**config.mk**
```make
export PLATFORM = sky130hd
export DESIGN_NAME = sd_cmd_seq
export DESIGN_NICKNAME = d
export VERILOG_FILES = /design/src/rtl/sd_cmd_seq_pkg.sv /design/src/rtl/sd_cmd_seq_byte_hs.sv /design/src/rtl/sd_cmd_seq.sv
export SDC_FILE = /design/constraint.sdc
export NUM_CORES = 1
export LEC_CHECK = 0
export ABC_AREA = 1
export ABC_CLOCK_PERIOD_IN_PS = 4800
export CORE_ASPECT_RATIO = 0.7
export CORE_MARGIN = 2
export CORE_UTILIZATION = 45
export DETAILED_ROUTE_END_ITERATION = 7
export DONT_BUFFER_PORTS = 1
export GPL_TIMING_DRIVEN = 1
export MAX_ROUTING_LAYER = met4
export SLEW_MARGIN = 20
export SYNTH_ARGS = -nofsm -noshare
export SYNTH_HDL_FRONTEND = slang
export SYNTH_SLANG_ARGS = --single-unit
```
**constraint.sdc**
```tcl
create_clock -name clk_i -period 4.8 [get_ports clk_i]
set_input_delay 0.96 -clock clk_i [delete_from_list [all_inputs] [get_ports clk_i]]
set_output_delay 0.96 -clock clk_i [all_outputs]
set_load 0.01 [all_outputs]
```
**src/rtl/sd_cmd_seq_pkg.sv**
```systemverilog
// Shared definitions for the SD SPI-mode command sequencer: state encodings,
// framing constants and the CRC7 byte-update helper (used when SD_CRC7_EN is defined).
package sd_cmd_seq_pkg;

    localparam logic [7:0] SD_DUMMY     = 8'hFF;
    localparam logic [1:0] SD_START     = 2'b01;
    localparam logic [6:0] SD_CRC7_POLY = 7'h09;

    typedef enum logic [2:0] {
        ST_IDLE,
        ST_INIT,
        ST_PRE,
        ST_CMD,
        ST_POLL,
        ST_POST,
        ST_FIN
    } seq_state_t;

    typedef enum logic [1:0] {
        HS_IDLE,
        HS_GO,
        HS_WAIT_BUSY,
        HS_WAIT_IDLE
    } hs_state_t;

    // MSB-first CRC7 update (x^7+x^3+1) over one byte.
    function automatic logic [6:0] crc7_byte(input logic [6:0] crc, input logic [7:0] data);
        logic [6:0] c;
        logic       fb;
        c = crc;
        for (int i = 7; i >= 0; i--) begin
            fb = c[6] ^ data[i];
            c  = {c[5:0], 1'b0};
            if (fb) begin
                c = c ^ SD_CRC7_POLY;
            end
        end
        return c;
    endfunction

endpackage

```
**src/rtl/sd_cmd_seq_byte_hs.sv**
```systemverilog
// Per-byte handshake with the SPI shift engine: GO pulse, wait for busy, wait for idle,
// with a 2-flop idle synchroniser and a busy/idle watchdog that reports err.
module sd_cmd_seq_byte_hs
    import sd_cmd_seq_pkg::*;
#(
    parameter int GO_W     = 4,
    parameter int BUSY_TMO = 1024
) (
    input  logic       clk_i,
    input  logic       rst_n,
    input  logic       start,
    input  logic [7:0] tx,
    output logic [7:0] rx,
    output logic       done,
    output logic       err,
    output logic       byte_go,
    output logic [7:0] byte_tx,
    input  logic [7:0] byte_rx,
    input  logic       byte_idle
);

    localparam int CNT_W = $clog2(BUSY_TMO + GO_W + 1);
    localparam logic [CNT_W-1:0] GO_LAST  = CNT_W'(GO_W - 1);
    localparam logic [CNT_W-1:0] TMO_LAST = CNT_W'(BUSY_TMO - 1);

    hs_state_t        state_reg, state_next;
    logic [CNT_W-1:0] cnt_reg;
    logic             idle_meta_reg, idle_sync_reg;
    logic [7:0]       tx_reg, rx_reg;
    logic             done_reg, err_reg, go_reg;
    logic             timed_out;

    assign timed_out = (cnt_reg == TMO_LAST);

    always_comb begin
        state_next = state_reg;
        case (state_reg)
            HS_IDLE:      if (start) state_next = HS_GO;
            HS_GO:        if (cnt_reg == GO_LAST) state_next = HS_WAIT_BUSY;
            HS_WAIT_BUSY: if (!idle_sync_reg || timed_out) state_next = idle_sync_reg ? HS_IDLE : HS_WAIT_IDLE;
            HS_WAIT_IDLE: if (idle_sync_reg || timed_out) state_next = HS_IDLE;
            default:      state_next = HS_IDLE;
        endcase
    end

    always_ff @(posedge clk_i or negedge rst_n) begin
        if (!rst_n) begin
            state_reg     <= HS_IDLE;
            cnt_reg       <= '0;
            idle_meta_reg <= 1'b1;
            idle_sync_reg <= 1'b1;
            tx_reg        <= SD_DUMMY;
            rx_reg        <= SD_DUMMY;
            done_reg      <= 1'b0;
            err_reg       <= 1'b0;
            go_reg        <= 1'b0;
        end else begin
            state_reg     <= state_next;
            idle_meta_reg <= byte_idle;
            idle_sync_reg <= idle_meta_reg;
            // One counter serves both the GO width and the watchdog; it restarts on every state change.
            if (state_next != state_reg || state_reg == HS_IDLE) begin
                cnt_reg <= '0;
            end else begin
                cnt_reg <= cnt_reg + 1'b1;
            end
            if (state_reg == HS_IDLE && start) begin
                tx_reg <= tx;
            end
            if (state_reg == HS_WAIT_IDLE && idle_sync_reg) begin
                rx_reg <= byte_rx;
            end
            done_reg <= (state_reg == HS_WAIT_IDLE) && idle_sync_reg;
            err_reg  <= timed_out && (((state_reg == HS_WAIT_BUSY) && idle_sync_reg) ||
                                      ((state_reg == HS_WAIT_IDLE) && !idle_sync_reg));
            go_reg   <= (state_next == HS_GO);
        end
    end

    assign rx      = rx_reg;
    assign done    = done_reg;
    assign err     = err_reg;
    assign byte_go = go_reg;
    assign byte_tx = tx_reg;

endmodule

```
**src/rtl/sd_cmd_seq.sv**
```systemverilog
// SD SPI-mode command sequencer: power-up dummy clocks, 6-byte command framing, R1 polling
// and chip-select control. Define SD_CRC7_EN to compute CRC7 in hardware instead of using cmd_crc_i7.
module sd_cmd_seq
    import sd_cmd_seq_pkg::*;
#(
    parameter int GO_W       = 4,
    parameter int NCR_MAX    = 8,
    parameter int INIT_BYTES = 10,
    parameter int BUSY_TMO   = 1024
) (
    input  logic        clk_i,
    input  logic        rst_n,
    input  logic        init_req_i,
    input  logic        cmd_req_i,
    input  logic [5:0]  cmd_idx_i6,
    input  logic [31:0] cmd_arg_i32,
    input  logic [6:0]  cmd_crc_i7,
    input  logic        cs_hold_i,
    output logic        busy_o,
    output logic        done_o,
    output logic [7:0]  r1_o8,
    output logic        timeout_o,
    output logic        cs_n_o,
    output logic        byte_go_o,
    output logic [7:0]  byte_tx_o8,
    input  logic [7:0]  byte_rx_i8,
    input  logic        byte_idle_i
);

    localparam int POLL_W = $clog2(NCR_MAX + 1);
    localparam logic [3:0]        INIT_LAST  = 4'(INIT_BYTES - 1);
    localparam logic [3:0]        FRAME_LAST = 4'd5;
    localparam logic [POLL_W-1:0] POLL_LAST  = POLL_W'(NCR_MAX - 1);

    seq_state_t        state_reg, state_next;
    logic [3:0]        byte_cnt_reg;
    logic [POLL_W-1:0] poll_cnt_reg;
    logic [5:0]        idx_reg;
    logic [31:0]       arg_reg;
    logic              issued_reg, busy_reg, done_reg, timeout_reg, cs_n_reg;
    logic [7:0]        r1_reg;
    logic              accept, hs_start, hs_done, hs_err;
    logic [7:0]        hs_rx, tx_byte;
    logic [6:0]        crc_val;

    assign accept = (state_reg == ST_IDLE) && (init_req_i || cmd_req_i);

    always_comb begin
        state_next = state_reg;
        hs_start   = 1'b0;
        case (state_reg)
            ST_IDLE: begin
                if (init_req_i) state_next = ST_INIT;
                else if (cmd_req_i) state_next = ST_PRE;
            end
            ST_INIT, ST_PRE, ST_CMD, ST_POLL, ST_POST: begin
                // One start per byte; issued_reg is cleared when the handshake reports back.
                hs_start = !issued_reg;
                if (hs_err) begin
                    state_next = ST_FIN;
                end else if (hs_done) begin
                    case (state_reg)
                        ST_INIT: if (byte_cnt_reg == INIT_LAST) state_next = ST_FIN;
                        ST_PRE:  state_next = ST_CMD;
                        ST_CMD:  if (byte_cnt_reg == FRAME_LAST) state_next = ST_POLL;
                        ST_POLL: if (!hs_rx[7] || poll_cnt_reg == POLL_LAST) state_next = ST_POST;
                        default: state_next = ST_FIN;
                    endcase
                end
            end
            default: state_next = ST_IDLE;
        endcase
    end

    always_comb begin
        tx_byte = SD_DUMMY;
        if (state_reg == ST_CMD) begin
            case (byte_cnt_reg)
                4'd0:    tx_byte = {SD_START, idx_reg};
                4'd1:    tx_byte = arg_reg[31:24];
                4'd2:    tx_byte = arg_reg[23:16];
                4'd3:    tx_byte = arg_reg[15:8];
                4'd4:    tx_byte = arg_reg[7:0];
                default: tx_byte = {crc_val, 1'b1};
            endcase
        end
    end

    always_ff @(posedge clk_i or negedge rst_n) begin
        if (!rst_n) begin
            state_reg    <= ST_IDLE;
            byte_cnt_reg <= '0;
            poll_cnt_reg <= '0;
            idx_reg      <= '0;
            arg_reg      <= '0;
            issued_reg   <= 1'b0;
            busy_reg     <= 1'b0;
            done_reg     <= 1'b0;
            timeout_reg  <= 1'b0;
            cs_n_reg     <= 1'b1;
            r1_reg       <= SD_DUMMY;
        end else begin
            state_reg <= state_next;
            done_reg  <= (state_next == ST_FIN);
            if (accept) begin
                busy_reg    <= 1'b1;
                timeout_reg <= 1'b0;
                idx_reg     <= cmd_idx_i6;
                arg_reg     <= cmd_arg_i32;
                cs_n_reg    <= init_req_i;
            end else if (state_reg == ST_FIN) begin
                busy_reg <= 1'b0;
            end
            if (hs_start) begin
                issued_reg <= 1'b1;
            end else if (hs_done || hs_err) begin
                issued_reg <= 1'b0;
            end
            if (state_next != state_reg) begin
                byte_cnt_reg <= '0;
            end else if (hs_done) begin
                byte_cnt_reg <= byte_cnt_reg + 1'b1;
            end
            if (accept) begin
                poll_cnt_reg <= '0;
            end else if (hs_done && state_reg == ST_POLL) begin
                poll_cnt_reg <= poll_cnt_reg + 1'b1;
                if (!hs_rx[7]) begin
                    r1_reg <= hs_rx;
                end else if (poll_cnt_reg == POLL_LAST) begin
                    r1_reg      <= SD_DUMMY;
                    timeout_reg <= 1'b1;
                end
            end
            if (hs_done && state_reg == ST_POST) begin
                cs_n_reg <= !cs_hold_i;
            end
            if (hs_err) begin
                r1_reg      <= SD_DUMMY;
                timeout_reg <= 1'b1;
                cs_n_reg    <= 1'b1;
            end
        end
    end

`ifdef SD_CRC7_EN
    logic [6:0] crc_reg;
    logic       crc_in_unused;

    assign crc_in_unused = ^cmd_crc_i7;

    // Accumulate over the 5 header bytes as each one is handed to the engine.
    always_ff @(posedge clk_i or negedge rst_n) begin
        if (!rst_n) begin
            crc_reg <= '0;
        end else if (accept) begin
            crc_reg <= '0;
        end else if (hs_start && state_reg == ST_CMD && byte_cnt_reg != FRAME_LAST) begin
            crc_reg <= crc7_byte(crc_reg, tx_byte);
        end
    end
    assign crc_val = crc_reg;
`else
    logic [6:0] crc_in_reg;

    always_ff @(posedge clk_i or negedge rst_n) begin
        if (!rst_n) begin
            crc_in_reg <= '0;
        end else if (accept) begin
            crc_in_reg <= cmd_crc_i7;
        end
    end
    assign crc_val = crc_in_reg;
`endif

    sd_cmd_seq_byte_hs #(
        .GO_W     (GO_W),
        .BUSY_TMO (BUSY_TMO)
    ) u_byte_hs (
        .clk_i     (clk_i),
        .rst_n     (rst_n),
        .start     (hs_start),
        .tx        (tx_byte),
        .rx        (hs_rx),
        .done      (hs_done),
        .err       (hs_err),
        .byte_go   (byte_go_o),
        .byte_tx   (byte_tx_o8),
        .byte_rx   (byte_rx_i8),
        .byte_idle (byte_idle_i)
    );

    assign busy_o    = busy_reg;
    assign done_o    = done_reg;
    assign r1_o8     = r1_reg;
    assign timeout_o = timeout_reg;
    assign cs_n_o    = cs_n_reg;

endmodule

```
==> results.md <==
* Total die area at ~12000 µm²
* Buffers & Inverters on Critical Path at 2
* Fill count at ~980
* Status: finished clean
* FP Rows at 31
* Clk_lat worst skew at 340 ps
* Post-layout power at 3.090 mW
* Synth Warn # at 0
* Hpwl dp at around 7.5 mm
* Initial antenna violation count at 0
* CP Class: register to register
* Post-DP Area at 4926 µm²
* #FFs+latches synth at 103
* Synth top area cells: dfrtp_1 39%, dfstp_2 15%, nand2_1 13%
* Max incr delay on CP at between 700 and 800 ps
* Rel. slew slack at 0.3626
* Vias in the first global route at between 3000 and 4000
* Routability cong. at about 0.9
* Layout area overhead at 6.889%
* Leakage at between 2 and 2.5 nW
* Clock transition at path regs at 60 ps
* Most frequent cell after synthesis: nand2_1
* Max FFs per register at 32
* CP Cell Sequence: nor2_2, nand2_2, nor2_1, nor2_2, buf_4, inv_2, nand2_1, nand2_1
* Clock root buffer: clkbuf_16
* Post-layout minimum cycle time at about 2400 ps
* Total gr overflow at 0
* Drt wl/cell at 14.87 µm
* Initial Utilization at 0.4665
* Ys async rst share at 1.000
* Ports at 80
* Mapped Avg Cell Area at about 8.4 µm²
* Maximum clock path buffer count at 2
* Final Max Slew Viols at 0
* Arrival time at the worst endpoint at ~2600 ps
* Post-Syn Area at between 4000 and 5000 µm²
* Detailed Route WL at 10.54 mm
* Post-CTS sizing at 0
* Port Buf Inserts at 0
* Final worst-path cycle share at 0.4911
* R2R setup slack at 2440 ps
* CTS tree: built
* Setup crit end kind: register
* Critical Path Slowest Stage Cell: inv_2
* Worst Clk Skew at 4.889 ps
* Min-delay worst type: input pin to asynchronous set/reset pin
* Mapped Cells at 576
* CTS buffer count at 9
* # diodes at 0
* Htree depth at 3
* Syn_nets at roughly 640
* Top cells by count, synth: 169 x nand2_1, 76 x dfrtp_1, 72 x inv_1
* Die X at 128.3 µm
* Ys flop type: dfrtp_1
* Final Setup Violations at 0
* Remaining antenna violation count after routing at 0
* Post-synth EDFFs at 0
* Global-route wire length before repair at 17.32 mm
* Pin count of the biggest net entering global routing at around 100
* F_max at 424.2 MHz
* Initial DRC count at between 200 and 300
* Core area at roughly 10000 µm²
* Top delay family on crit path: buffers and inverters
* Max-Cap Viols at 0
* Leading area contributor after synthesis: dfrtp_1
* Area share of the largest cell type after synthesis at 0.3907
* Setup Fix Bufs, Post-CTS at 0
* # nets final at 637
* Final hold vios at 0
* Clock sinks at approximately 100
* First-pass DRT Iterations at 5
* Worst slew pin tran at around 950 ps
* Via density at ~5
* CP Launch Type: register
* Min Hold Slack at approximately 310 ps
* Hold buffers post-CTS at 0
* VDD IR-drop max at 0.0001842 V
* RSZ-0062 raised after global routing: false
* Via count at around 3600
* Crit path max fanout at 69
* Seq/Total Area, Yosys at 0.5365
* Total track usage at 0.1964
* Final Cell Area at about 5200 µm²
* Remaining DRCs at 0
* Die Height at ~91 µm
* Layout cells sized above 1 at 0.1300
* WP data required at between 5000 and 6000 ps
* Setup TNS at 0 ps
* Pwr dens at approximately 600 nW/µm²
* Synth unique cells at 31
metrics by stage:
| stage | std cells | utilization | setup WS [ps] |
|---|---|---|---|
| 4_1_cts | 709 | 0.4986 | 2422 |
| 2_1_floorplan | 576 | - | 3079 |
| 5_1_grt | 709 | 0.4986 | 2214 |
| 3_3_place_gp | 693 | 0.4721 | 2316 |
| 3_5_place_dp | 693 | 0.4721 | 2225 |
| 6_report | 709 | 0.4986 | 2443 |
final timing paths:
path | start | endpoint | cells after the start
setup / recovery | state_reg[0] | arg_reg[26] | 8
hold / removal | rst_n | arg_reg[17] | 0
setup reg to reg | state_reg[0] | arg_reg[26] | 8
hold reg to reg | u_byte_hs.idle_meta_reg | u_byte_hs.idle_sync_reg | 0
max in group asynchronous | rst_n | u_byte_hs.byte_tx[4] | 0
min in group clk_i | u_byte_hs.idle_meta_reg | u_byte_hs.idle_sync_reg | 0
where the power goes:
part           internal, mW  switching, mW
clock                 0.377          0.304
combinational         0.311          0.663
sequential             1.24          0.199
total                  1.92           1.17
per-layer routing:
layer | up-vias | routed length, µm | GRT usage
met1 | 1694 | 5167 | 0.2802
met3 | 13 | 823 | 0.07484
met5 | - | 0 | -
li1 | 1818 | - | -
met2 | 93 | 4435 | 0.2624
met4 | 0 | 118 | 0.04853
layout by cell type (no fill, tap or decap), drive strengths merged:
cell and instances:
nor3 9, o21a 6, o2111ai 1, xor2 6
inv 77, nor2 50, nand4 9, buf 2
o21ai 38, nand2 174, o22ai 7, dfstp 27
clkinv 4, a21oi 15, nand3 43, nor4 1
o211ai 2, a2bb2oi 1, a21boi 1, clkbuf 12
o311ai 1, a211oi 5, xnor2 4, ha 6
dfrtp 76
kinds of logic (layout without fill, tap and decap cells):
| kind of cell | count (synthesis) | after routing | share of synthesized area |
|---|---|---|---|
| simple gates | 286 | 286 | 0.2545 |
| flops | 103 | 103 | 0.5365 |
| buf+inv | 94 | 95 | 0.08432 |
| compound gates | 77 | 77 | 0.09126 |
| xor+xnor | 10 | 10 | 0.01799 |
| fa+ha+maj | 6 | 6 | 0.01542 |
cell type report:
type                            instances  area (µm²)  share of cell area
Multi-Input combinational cell        379        1846              0.3547
Timing Repair Buffer                    2       15.01            0.002886
Tap cell                              132       165.2             0.03175
Clock buffer                           12       256.5             0.04930
Inverter                               77       289.0             0.05556
Clock inverter                          4       20.02            0.003848
Sequential cell                       103        2611              0.5019
(Power assumes the default switching activity.)
